`src/rtl/router_sync_if.sv`:
```
// Signal bundle between the router input FSM / output FIFOs and the router_sync glue.
// The master side drives the FSM and FIFO status; the slave side is router_sync.
interface router_sync_if;
  logic [1:0] data_in;
  logic       detect_add;
  logic       full_0, full_1, full_2;
  logic       empty_0, empty_1, empty_2;
  logic       write_enb_reg;
  logic       read_enb_0, read_enb_1, read_enb_2;
  logic       fifo_full;
  logic [2:0] write_enb;
  logic       vld_out_0, vld_out_1, vld_out_2;
  logic       soft_reset_0, soft_reset_1, soft_reset_2;

  // There is no handshake here: every signal is a level, sampled on the rising
  // clock edge or consumed combinationally, and nothing waits on a ready.
  modport master (
    output data_in, detect_add, full_0, full_1, full_2, empty_0, empty_1, empty_2,
           write_enb_reg, read_enb_0, read_enb_1, read_enb_2,
    input  fifo_full, write_enb, vld_out_0, vld_out_1, vld_out_2,
           soft_reset_0, soft_reset_1, soft_reset_2
  );

  modport slave (
    input  data_in, detect_add, full_0, full_1, full_2, empty_0, empty_1, empty_2,
           write_enb_reg, read_enb_0, read_enb_1, read_enb_2,
    output fifo_full, write_enb, vld_out_0, vld_out_1, vld_out_2,
           soft_reset_0, soft_reset_1, soft_reset_2
  );
endinterface

```
`src/rtl/router_sync.sv`:
```
// 1x3 router glue: latches the packet destination, steers FIFO writes, reports the
// addressed FIFO's full flag, and soft-resets output ports left unread too long.
module router_sync #(
  parameter int TIMEOUT_CYCLES = 30,
  parameter int CNT_W          = 5
) (
  input logic          clock,
  input logic          resetn,
  router_sync_if.slave bus
);
  localparam logic [CNT_W-1:0] CNT_MAX = CNT_W'(TIMEOUT_CYCLES - 1);

  logic [1:0]            addr_q, addr_d;
  logic [2:0][CNT_W-1:0] cnt_q, cnt_d;
  logic [2:0]            soft_reset_q, soft_reset_d;
  logic [2:0]            vld, rd;
  logic [2:0]            write_enb;
  logic                  fifo_full;

  assign vld = ~{bus.empty_2, bus.empty_1, bus.empty_0};
  assign rd  = {bus.read_enb_2, bus.read_enb_1, bus.read_enb_0};

  always_comb begin
    addr_d = addr_q;
    if (bus.detect_add) addr_d = bus.data_in;
  end

  // Steering uses the registered address, so a header arriving together with a
  // write strobe still routes that byte to the previous destination.
  always_comb begin
    write_enb = 3'b000;
    fifo_full = 1'b0;
    case (addr_q)
      2'b00:   begin write_enb = 3'b001; fifo_full = bus.full_0; end
      2'b01:   begin write_enb = 3'b010; fifo_full = bus.full_1; end
      2'b10:   begin write_enb = 3'b100; fifo_full = bus.full_2; end
      default: begin write_enb = 3'b000; fifo_full = 1'b0;       end
    endcase
    if (!bus.write_enb_reg) write_enb = 3'b000;
  end

  // Per-port stall timer: counts consecutive valid-but-unread edges and wraps
  // to zero on the edge that raises the one-cycle soft reset.
  always_comb begin
    cnt_d        = cnt_q;
    soft_reset_d = 3'b000;
    for (int n = 0; n < 3; n++) begin
      if (vld[n] && !rd[n]) begin
        if (cnt_q[n] == CNT_MAX) begin
          soft_reset_d[n] = 1'b1;
          cnt_d[n]        = '0;
        end else begin
          cnt_d[n]        = cnt_q[n] + 1'b1;
        end
      end else begin
        cnt_d[n] = '0;
      end
    end
  end

  always_ff @(posedge clock or negedge resetn) begin
    if (!resetn) begin
      addr_q       <= 2'b00;
      cnt_q        <= '0;
      soft_reset_q <= 3'b000;
    end else begin
      addr_q       <= addr_d;
      cnt_q        <= cnt_d;
      soft_reset_q <= soft_reset_d;
    end
  end

  assign bus.write_enb    = write_enb;
  assign bus.fifo_full    = fifo_full;
  assign bus.vld_out_0    = vld[0];
  assign bus.vld_out_1    = vld[1];
  assign bus.vld_out_2    = vld[2];
  assign bus.soft_reset_0 = soft_reset_q[0];
  assign bus.soft_reset_1 = soft_reset_q[1];
  assign bus.soft_reset_2 = soft_reset_q[2];
endmodule

```
`src/flat_wrapper.sv`:
```
// flat-port wrapper written by rule: the top's interface ports become plain ports
module router_sync_flat 
#(
  parameter int TIMEOUT_CYCLES = 30,
  parameter int CNT_W          = 5
)
  (clock, resetn, bus_data_in, bus_detect_add, bus_full_0, bus_full_1, bus_full_2, bus_empty_0, bus_empty_1, bus_empty_2, bus_write_enb_reg, bus_read_enb_0, bus_read_enb_1, bus_read_enb_2, bus_fifo_full, bus_write_enb, bus_vld_out_0, bus_vld_out_1, bus_vld_out_2, bus_soft_reset_0, bus_soft_reset_1, bus_soft_reset_2);
  router_sync_if bus_i ();
  input logic clock;
  input logic resetn;
  input wire logic [$bits(bus_i.data_in)-1:0] bus_data_in;
  input wire logic [$bits(bus_i.detect_add)-1:0] bus_detect_add;
  input wire logic [$bits(bus_i.full_0)-1:0] bus_full_0;
  input wire logic [$bits(bus_i.full_1)-1:0] bus_full_1;
  input wire logic [$bits(bus_i.full_2)-1:0] bus_full_2;
  input wire logic [$bits(bus_i.empty_0)-1:0] bus_empty_0;
  input wire logic [$bits(bus_i.empty_1)-1:0] bus_empty_1;
  input wire logic [$bits(bus_i.empty_2)-1:0] bus_empty_2;
  input wire logic [$bits(bus_i.write_enb_reg)-1:0] bus_write_enb_reg;
  input wire logic [$bits(bus_i.read_enb_0)-1:0] bus_read_enb_0;
  input wire logic [$bits(bus_i.read_enb_1)-1:0] bus_read_enb_1;
  input wire logic [$bits(bus_i.read_enb_2)-1:0] bus_read_enb_2;
  output wire logic [$bits(bus_i.fifo_full)-1:0] bus_fifo_full;
  output wire logic [$bits(bus_i.write_enb)-1:0] bus_write_enb;
  output wire logic [$bits(bus_i.vld_out_0)-1:0] bus_vld_out_0;
  output wire logic [$bits(bus_i.vld_out_1)-1:0] bus_vld_out_1;
  output wire logic [$bits(bus_i.vld_out_2)-1:0] bus_vld_out_2;
  output wire logic [$bits(bus_i.soft_reset_0)-1:0] bus_soft_reset_0;
  output wire logic [$bits(bus_i.soft_reset_1)-1:0] bus_soft_reset_1;
  output wire logic [$bits(bus_i.soft_reset_2)-1:0] bus_soft_reset_2;
  assign bus_i.data_in = bus_data_in;
  assign bus_i.detect_add = bus_detect_add;
  assign bus_i.full_0 = bus_full_0;
  assign bus_i.full_1 = bus_full_1;
  assign bus_i.full_2 = bus_full_2;
  assign bus_i.empty_0 = bus_empty_0;
  assign bus_i.empty_1 = bus_empty_1;
  assign bus_i.empty_2 = bus_empty_2;
  assign bus_i.write_enb_reg = bus_write_enb_reg;
  assign bus_i.read_enb_0 = bus_read_enb_0;
  assign bus_i.read_enb_1 = bus_read_enb_1;
  assign bus_i.read_enb_2 = bus_read_enb_2;
  assign bus_fifo_full = bus_i.fifo_full;
  assign bus_write_enb = bus_i.write_enb;
  assign bus_vld_out_0 = bus_i.vld_out_0;
  assign bus_vld_out_1 = bus_i.vld_out_1;
  assign bus_vld_out_2 = bus_i.vld_out_2;
  assign bus_soft_reset_0 = bus_i.soft_reset_0;
  assign bus_soft_reset_1 = bus_i.soft_reset_1;
  assign bus_soft_reset_2 = bus_i.soft_reset_2;
  router_sync #(.TIMEOUT_CYCLES(TIMEOUT_CYCLES), .CNT_W(CNT_W)) u_core (.clock(clock), .resetn(resetn), .bus(bus_i));
endmodule
```
`config.mk`:
```
export PLATFORM = sky130hd
export DESIGN_NAME = router_sync_flat
export DESIGN_NICKNAME = d
export VERILOG_FILES = /design/src/rtl/router_sync_if.sv /design/src/rtl/router_sync.sv /design/src/flat_wrapper.sv
export SDC_FILE = /design/constraint.sdc
export NUM_CORES = 1
export LEC_CHECK = 0
export CELL_PAD_IN_SITES_DETAIL_PLACEMENT = 1
export CELL_PAD_IN_SITES_GLOBAL_PLACEMENT = 1
export CORE_ASPECT_RATIO = 0.6
export CORE_UTILIZATION = 35
export CTS_CLUSTER_SIZE = 30
export DETAILED_ROUTE_END_ITERATION = 7
export HOLD_SLACK_MARGIN = 0.06
export PLACE_DENSITY_LB_ADDON = 0.25
export SYNTH_ARGS = -nofsm -noshare
export SYNTH_HDL_FRONTEND = slang
export SYNTH_SLANG_ARGS = --single-unit
```
`constraint.sdc`:
```
create_clock -name clock -period 2.2 [get_ports clock]
set_input_delay 0.44 -clock clock [delete_from_list [all_inputs] [get_ports clock]]
set_output_delay 0.44 -clock clock [all_outputs]
set_load 0.01 [all_outputs]
```
# == Yosys cells after proc, flatten, opt, wreduce, memory -nomap -nowiden ==
# Cells that the tools add are included.
# totals
register_bits,20
output_inout_bits,10
wordCells,36
input_bits,15
# op_classes
bitwise_logic,1
add_sub_neg,3
eq_ne,5
reduce_logical,7
mux,15
# op_table
op,n
$mux W5,6
$add A5 B1 Y5 const B,3
$eq A5 B5 Y1 const B,3
$pmux W3 S3,1
$mux W1,6
$logic_and A1 B1 Y1,3
$logic_not A1 Y1,3
$mux W3,1
$not A3 Y3,1
$pmux W1 S3,1
$eq A2 B1 Y1 const B,1
$eq A2 B2 Y1 const B,1
$logic_not A2 Y1,1

# == Longest topological paths before layout ==
# Gate-level depths: netlist (run 1).
# depth
word_depth,3
depth_mapped,5
depth_no_buf,5

# == Worst setup path before layout (run 1) ==
# Ideal clock, no wire load.
# synth_path
kind,in2out
from,in bus_write_enb_reg
to,out bus_write_enb[0]
path_buffers,0
stages,1
arrival_time_ps,746
required_ps,1760
path_slack_ps,1014
cell_sequence,nor3b_1
# synth_via
elab_chain_len,1
# synth_lines
element,line_no,text
"start, declared",flat_wrapper.sv:19,input wire logic [$bits(bus_i.write_enb_reg)-1:0] bus_write_enb_reg;
$mux W3,router_sync.sv:39,if (!bus.write_enb_reg) write_enb = 3'b000;
"end, declared",flat_wrapper.sv:24,output wire logic [$bits(bus_i.write_enb)-1:0] bus_write_enb;
# Every way passes these cells.

# == Final worst setup path (run 1) ==
# Ends and elaborated chain as after synthesis.

==> flow_summary_export.csv, run 1 <==
group,metric,value,unit
run_status,status,"finished, final reports clean",
critical_path,path_cells,"clkdlybuf4s50_1, nor3b_1, clkdlybuf4s50_1",
critical_path,critical_path.max_stage_delay,0.57,ns
layout,drive_gt1_frac,0.0625,
power,leakage,0.000557,uW
power,ir_drop,0.311,mV
synth,syn_inst,83,
sta,period_share,0.963,
clock_tree,post_cts_buffers,0,
run,cap_violations,0,
clock_tree,htreeDepth,1,
sta,final-setup-viol-count,0,
detailed_routing,wl_per_cell,13.0,microns
layout,fillers,257,
global_routing,grt_pass1_wl,3.05,mm
clock_tree,root_buffer,"clkbuf_8",
clock_tree,clk_pin_slew,0.07,ns
layout,syn_to_final_growth,38.3,%
sta,finalCriticalPeriod,2.12,ns
sta,hold_violations,0,
detailed_routing,first_pass_iters,4,
critical_path,cp_top_family,"buffers and inverters",
synth,syn-num-nets,104,
global_routing,grt.total_usage,0.164,
synth,ys_seq_area_frac,0.563,
placement,gp_congestion,0.713,
critical_path,cp.arrival,1.68,ns
detailed_routing,viasPerCell,4.80,
die,die_h,41.0,microns
die,initial_core_util,0.390,
power,power_density,612,mW/mm^2
synth,avgSynthCellArea,10.7,sq um
detailed_routing,num_vias,682,
critical_path,crit_fanout,3,
sta,fmax,472,MHz
clock_tree,hold_buffers,0,
die,die_w,67.0,microns
synth,ys_warn_count,0,
sta,skew,0.00391,ns
global_routing,antenna_found_initial,0,
placement,portBuffers,24,
clock_tree,post_cts_resized,0,
clock_tree,clk_path_buf_depth,2,
detailed_routing,ant_nets,0,
die,coreArea,0.00228,sq mm
clock_tree,cts_tree,"built",
critical_path,worst_setup_path_start_kind,"input pin",
hold_path,hp-class,"reg2reg",
sta,maxSlewHeadroom,0.831,
critical_path,crit_top_cell,"clkdlybuf4s50_1",
global_routing,overflow,0,
die,num_rows,13,
clock_tree,cts_num_sinks,20,
die,die_area,0.00275,sq mm
layout,diodes,0,
critical_path,crit_buf_inv,2,
synth,synth-seq-cells,20,
detailed_routing,drtIter0Drc,11,
global_routing,grt_start_max_net_pins,21,
sta,drv_slew,0,
sta,rsz0062_at_grt,"false",
sta,whs,0.503,ns
critical_path,path_class,"in2out",
critical_path,required,1.76,ns
detailed_routing,routed_wl,1.84,mm
placement,dp_hpwl,1.43,mm
clock_tree,clk_latency,0.26,ns
global_routing,grt_pass1_vias,695,
clock_tree,cts_buffers,3,
detailed_routing,drc,0,
synth,syn-cell-area,888,sq um
layout,finalNetCount,134,
sta,worstMarginPinSlew,0.254,ns
synth,synthDistinctLibCells,16,
sta,tns,0,ns
critical_path,slowest_stage,"clkdlybuf4s50_1",
critical_path,crit_path_end_kind,"primary output",
die,ios,25,
[per-layer routing]
metal  vias to the layer above  wire length, microns  global-route usage
met5                         -                     0                   0
met3                         4                   123              0.0694
met4                         0                    26              0.0638
met2                        16                   869               0.283
li1                        328                     -                   -
met1                       334                   821               0.188
[layout by cell type, fill, tap and decap left out, drive strengths merged]
cell and instances:
clkdlybuf4s50 24, xnor2 3, mux2i 1, xor2 6, buf 1, ha 6, nor3b 1, nand2 4
nand4 3, dfrtp 20, and3b 1, inv 6, o21ai 1, nor2 19, nand3b 1, mux2 2
nand3 6, clkbuf 4, nor3 3
[kinds of logic after synthesis]
| logic type | count (synthesis) | share of synthesized area |
|---|---|---|
| and+or+nand+nor | 38 | 0.196 |
| DFF | 20 | 0.563 |
| AOI/OAI and AO/OA | 1 | 0.00563 |
| muxes | 3 | 0.0366 |
| xor gates and xnor gates | 9 | 0.0887 |
| adders and majority gates | 6 | 0.0845 |
| buffers and inverters | 6 | 0.0254 |
[state kept, by name, indices dropped and copies added (netlist names)]
signal               count
u_core.soft_reset_q      3
u_core.cnt_q            15
u_core.addr_q            2
[through the flow]
stage                     instance area, sq um  instances  total power (uW)  worst slack (ns)  utilization
after CTS                                 1230        142               767            0.0696        0.540
after detailed placement                  1170        138               483            0.0712        0.515
after floorplan                            888         83               420              1.01            -
after global placement                    1170        138               479             0.104        0.515
final                                     1230        142               751            0.0812        0.540
after global routing                      1230        142               790            0.0481        0.540
[worst reg2reg max path, cell delays in order, from the launching register on]
cell and delay, ns:
dfrtp_1 0.42, ha_1 0.22, nand4_1 0.11, nand2_1 0.14
nor2_1 0.15
[layout make-up]
class / instances / area, sq um / area share
Sequential cell: 20 / 500 / 0.407
Inverter: 6 / 22.5 / 0.0183
Tap cell: 30 / 37.5 / 0.0305
Timing Repair Buffer: 25 / 248 / 0.202
Clock buffer: 4 / 55.1 / 0.0448
Multi-Input combinational cell: 57 / 365 / 0.297
[path summary, 6_finish.rpt]
check	from	endpoint	slack [ns]	cells past startpoint
max in group asynchronous	resetn	u_core.cnt_q[12]	1.48	2
setup / recovery	bus_write_enb_reg	bus_write_enb[0]	0.08	3
setup reg to reg	u_core.cnt_q[0]	u_core.cnt_q[4]	1.09	4
hold reg to reg	u_core.cnt_q[5]	u_core.cnt_q[5]	0.50	1
min in group asynchronous	resetn	u_core.cnt_q[14]	0.51	2
hold / removal	u_core.cnt_q[5]	u_core.cnt_q[5]	0.50	1
[power breakdown]
group	switching [uW]	internal [uW]	total (uW)
clock network	118	159	277
registers	11.6	376	388
logic	34.5	51.8	86.3
total	164	587	751
[cell usage after synthesis (all sizes together)]
master / count / area share
dfrtp: 20 / 0.56
xor2: 6 / 0.059
o21ai: 1 / 0.0056
and3b: 1 / 0.0099
nor3b: 1 / 0.0085
nand3: 6 / 0.034
nand4: 3 / 0.021
nand3b: 1 / 0.0085
inv: 6 / 0.025
nand2: 4 / 0.017
mux2i: 1 / 0.011
ha: 6 / 0.085
nor3: 3 / 0.017
mux2: 2 / 0.025
xnor2: 3 / 0.030
nor2: 19 / 0.080
No activity file was read; power rests on OpenSTA's default activity.
==> inputs of run 2 (changes only) <==
--- a/config.mk
+++ b/config.mk
@@ -12,7 +12,7 @@
 export CTS_CLUSTER_SIZE = 30
 export DETAILED_ROUTE_END_ITERATION = 7
 export HOLD_SLACK_MARGIN = 0.06
-export PLACE_DENSITY_LB_ADDON = 0.25
+export PLACE_DENSITY_LB_ADDON = 0.1
 export SYNTH_ARGS = -nofsm -noshare
 export SYNTH_HDL_FRONTEND = slang
 export SYNTH_SLANG_ARGS = --single-unit
==> flow_summary_export.csv, run 2 (synthesis results as in run 1) <==
group,metric,value,unit
die,initial_core_util,0.390,
critical_path,crit_buf_inv,2,
layout,final_common_cell,"clkdlybuf4s50_1",
layout,drive_gt1_frac,0.0625,
layout,diodes,0,
clock_tree,root_buffer,"clkbuf_8",
critical_path,crit_top_cell,"clkdlybuf4s50_1",
detailed_routing,viasPerCell,4.56,
global_routing,grt_pass1_vias,588,
layout,syn_to_final_growth,38.3,%
clock_tree,clk_latency,0.26,ns
detailed_routing,drc,0,
clock_tree,hold_buffers,0,
die,die_h,41.0,microns
critical_path,critical_path.max_stage_delay,0.57,ns
critical_path,path_class,"in2out",
run_status,status,"finished, final reports clean",
sta,period_share,0.967,
detailed_routing,routed_wl,1.75,mm
sta,final-setup-viol-count,0,
critical_path,crit_path_end_kind,"primary output",
critical_path,r2r_start,"u_core.cnt_q[5]",
sta,hold_violations,0,
power,ir_drop,0.314,mV
detailed_routing,ant_nets,0,
critical_path,crit_fanout,3,
critical_path,path_cells,"clkdlybuf4s50_1, nor3b_1, clkdlybuf4s50_1",
critical_path,slowest_stage,"clkdlybuf4s50_1",
sta,worstMarginPinSlew,0.247,ns
clock_tree,post_cts_buffers,0,
die,die_w,67.0,microns
global_routing,grt_pass1_wl,2.60,mm
clock_tree,cts_buffers,3,
run,cap_violations,0,
clock_tree,cts_num_sinks,20,
hold_path,hp-class,"reg2reg",
sta,maxSlewHeadroom,0.835,
layout,largest-register,"u_core.cnt_q",
layout,largest_reg_flops,15,
critical_path,worst_setup_path_start_kind,"input pin",
hold_path,min_from,"u_core.cnt_q[10]",
detailed_routing,drtIter0Drc,25,
sta,drv_slew,0,
critical_path,required,1.76,ns
power,leakage,0.000557,uW
sta,whs,0.494,ns
clock_tree,clk_path_buf_depth,2,
clock_tree,htreeDepth,1,
layout,finalNetCount,134,
layout,final_cell_mix,"24 x clkdlybuf4s50_1, 20 x dfrtp_1, 19 x nor2_1",
detailed_routing,wl_per_cell,12.4,microns
placement,dp_hpwl,1.40,mm
placement,gp_congestion,0.753,
die,ios,25,
sta,tns,0,ns
detailed_routing,num_vias,647,
sta,fmax,470,MHz
global_routing,grt_start_max_net_pins,21,
power,power_density,609,mW/mm^2
critical_path,cp-startpoint,"bus_write_enb_reg",
global_routing,antenna_found_initial,0,
global_routing,overflow,0,
clock_tree,cts_tree,"built",
sta,rsz0062_at_grt,"false",
critical_path,cp_top_family,"buffers and inverters",
critical_path,cp.arrival,1.69,ns
clock_tree,post_cts_resized,0,
detailed_routing,first_pass_iters,4,
layout,reg.largest.list,"u_core.cnt_q x15, u_core.soft_reset_q x3, u_core.addr_q x2",
sta,finalCriticalPeriod,2.13,ns
die,num_rows,13,
global_routing,grt.total_usage,0.142,
placement,portBuffers,24,
die,die_area,0.00275,sq mm
die,coreArea,0.00228,sq mm
sta,skew,0.00128,ns
clock_tree,clk_pin_slew,0.07,ns
[run 2: cell counts in the layout (fill, tap and decap cells not counted)]
Identical to the previous run, type by type.
[run 2: where the power goes]
| group | leakage [uW] | total (uW) | internal [uW] | switching, uW |
|---|---|---|---|---|
| registers | 0.000272 | 388 | 376 | 11.5 |
| clock network | 0.0000288 | 274 | 159 | 115 |
| logic | 0.000257 | 86.5 | 51.7 | 34.8 |
| total | 0.000557 | 748 | 587 | 161 |
[run 2: cell type report]
| class | instances | area (sq um) |
|---|---|---|
| fill | 262 | 1050 |
| sequential | 20 | 500 |
| multi-input combinational | 57 | 365 |
| timing repair buffer | 25 | 248 |
| clock buffer | 4 | 55.1 |
| tap | 30 | 37.5 |
| inverter | 6 | 22.5 |
[run 2: worst reg2reg max path: cells and delay by family, from the launching register on]
kind | cells | cell delay (ns)
adder cells (fa/ha/maj) | 1 | 0.22
flip-flops | 1 | 0.42
AND/OR/NAND/NOR | 3 | 0.40
[run 2: layer usage]
metal	routed length, microns	track usage
met1	841	0.177
met2	752	0.220
met3	146	0.0667
met4	14	0.0479
met5	0	0
[run 2: worst paths after layout]
path                                    end  slack [ns]  depth (start not counted)
hold / removal             u_core.cnt_q[10]        0.49                          1
min in group asynchronous  u_core.cnt_q[13]        0.52                          2
setup / recovery           bus_write_enb[0]        0.07                          3
max in group asynchronous  u_core.cnt_q[11]        1.48                          2
setup reg to reg            u_core.cnt_q[9]        1.10                          4
hold reg to reg            u_core.cnt_q[10]        0.49                          1
[run 2: per-stage QoR]
step / worst slack, ns / std cells / power [uW] / instance area [sq um] / utilization
2_1_floorplan: 1.01 / 83 / 420 / 888 / -
3_3_place_gp: 0.0937 / 138 / 479 / 1170 / 0.515
3_5_place_dp: 0.0852 / 138 / 483 / 1170 / 0.515
4_1_cts: 0.0730 / 142 / 762 / 1230 / 0.540
5_1_grt: 0.00711 / 142 / 786 / 1230 / 0.540
6_report: 0.0736 / 142 / 748 / 1230 / 0.540
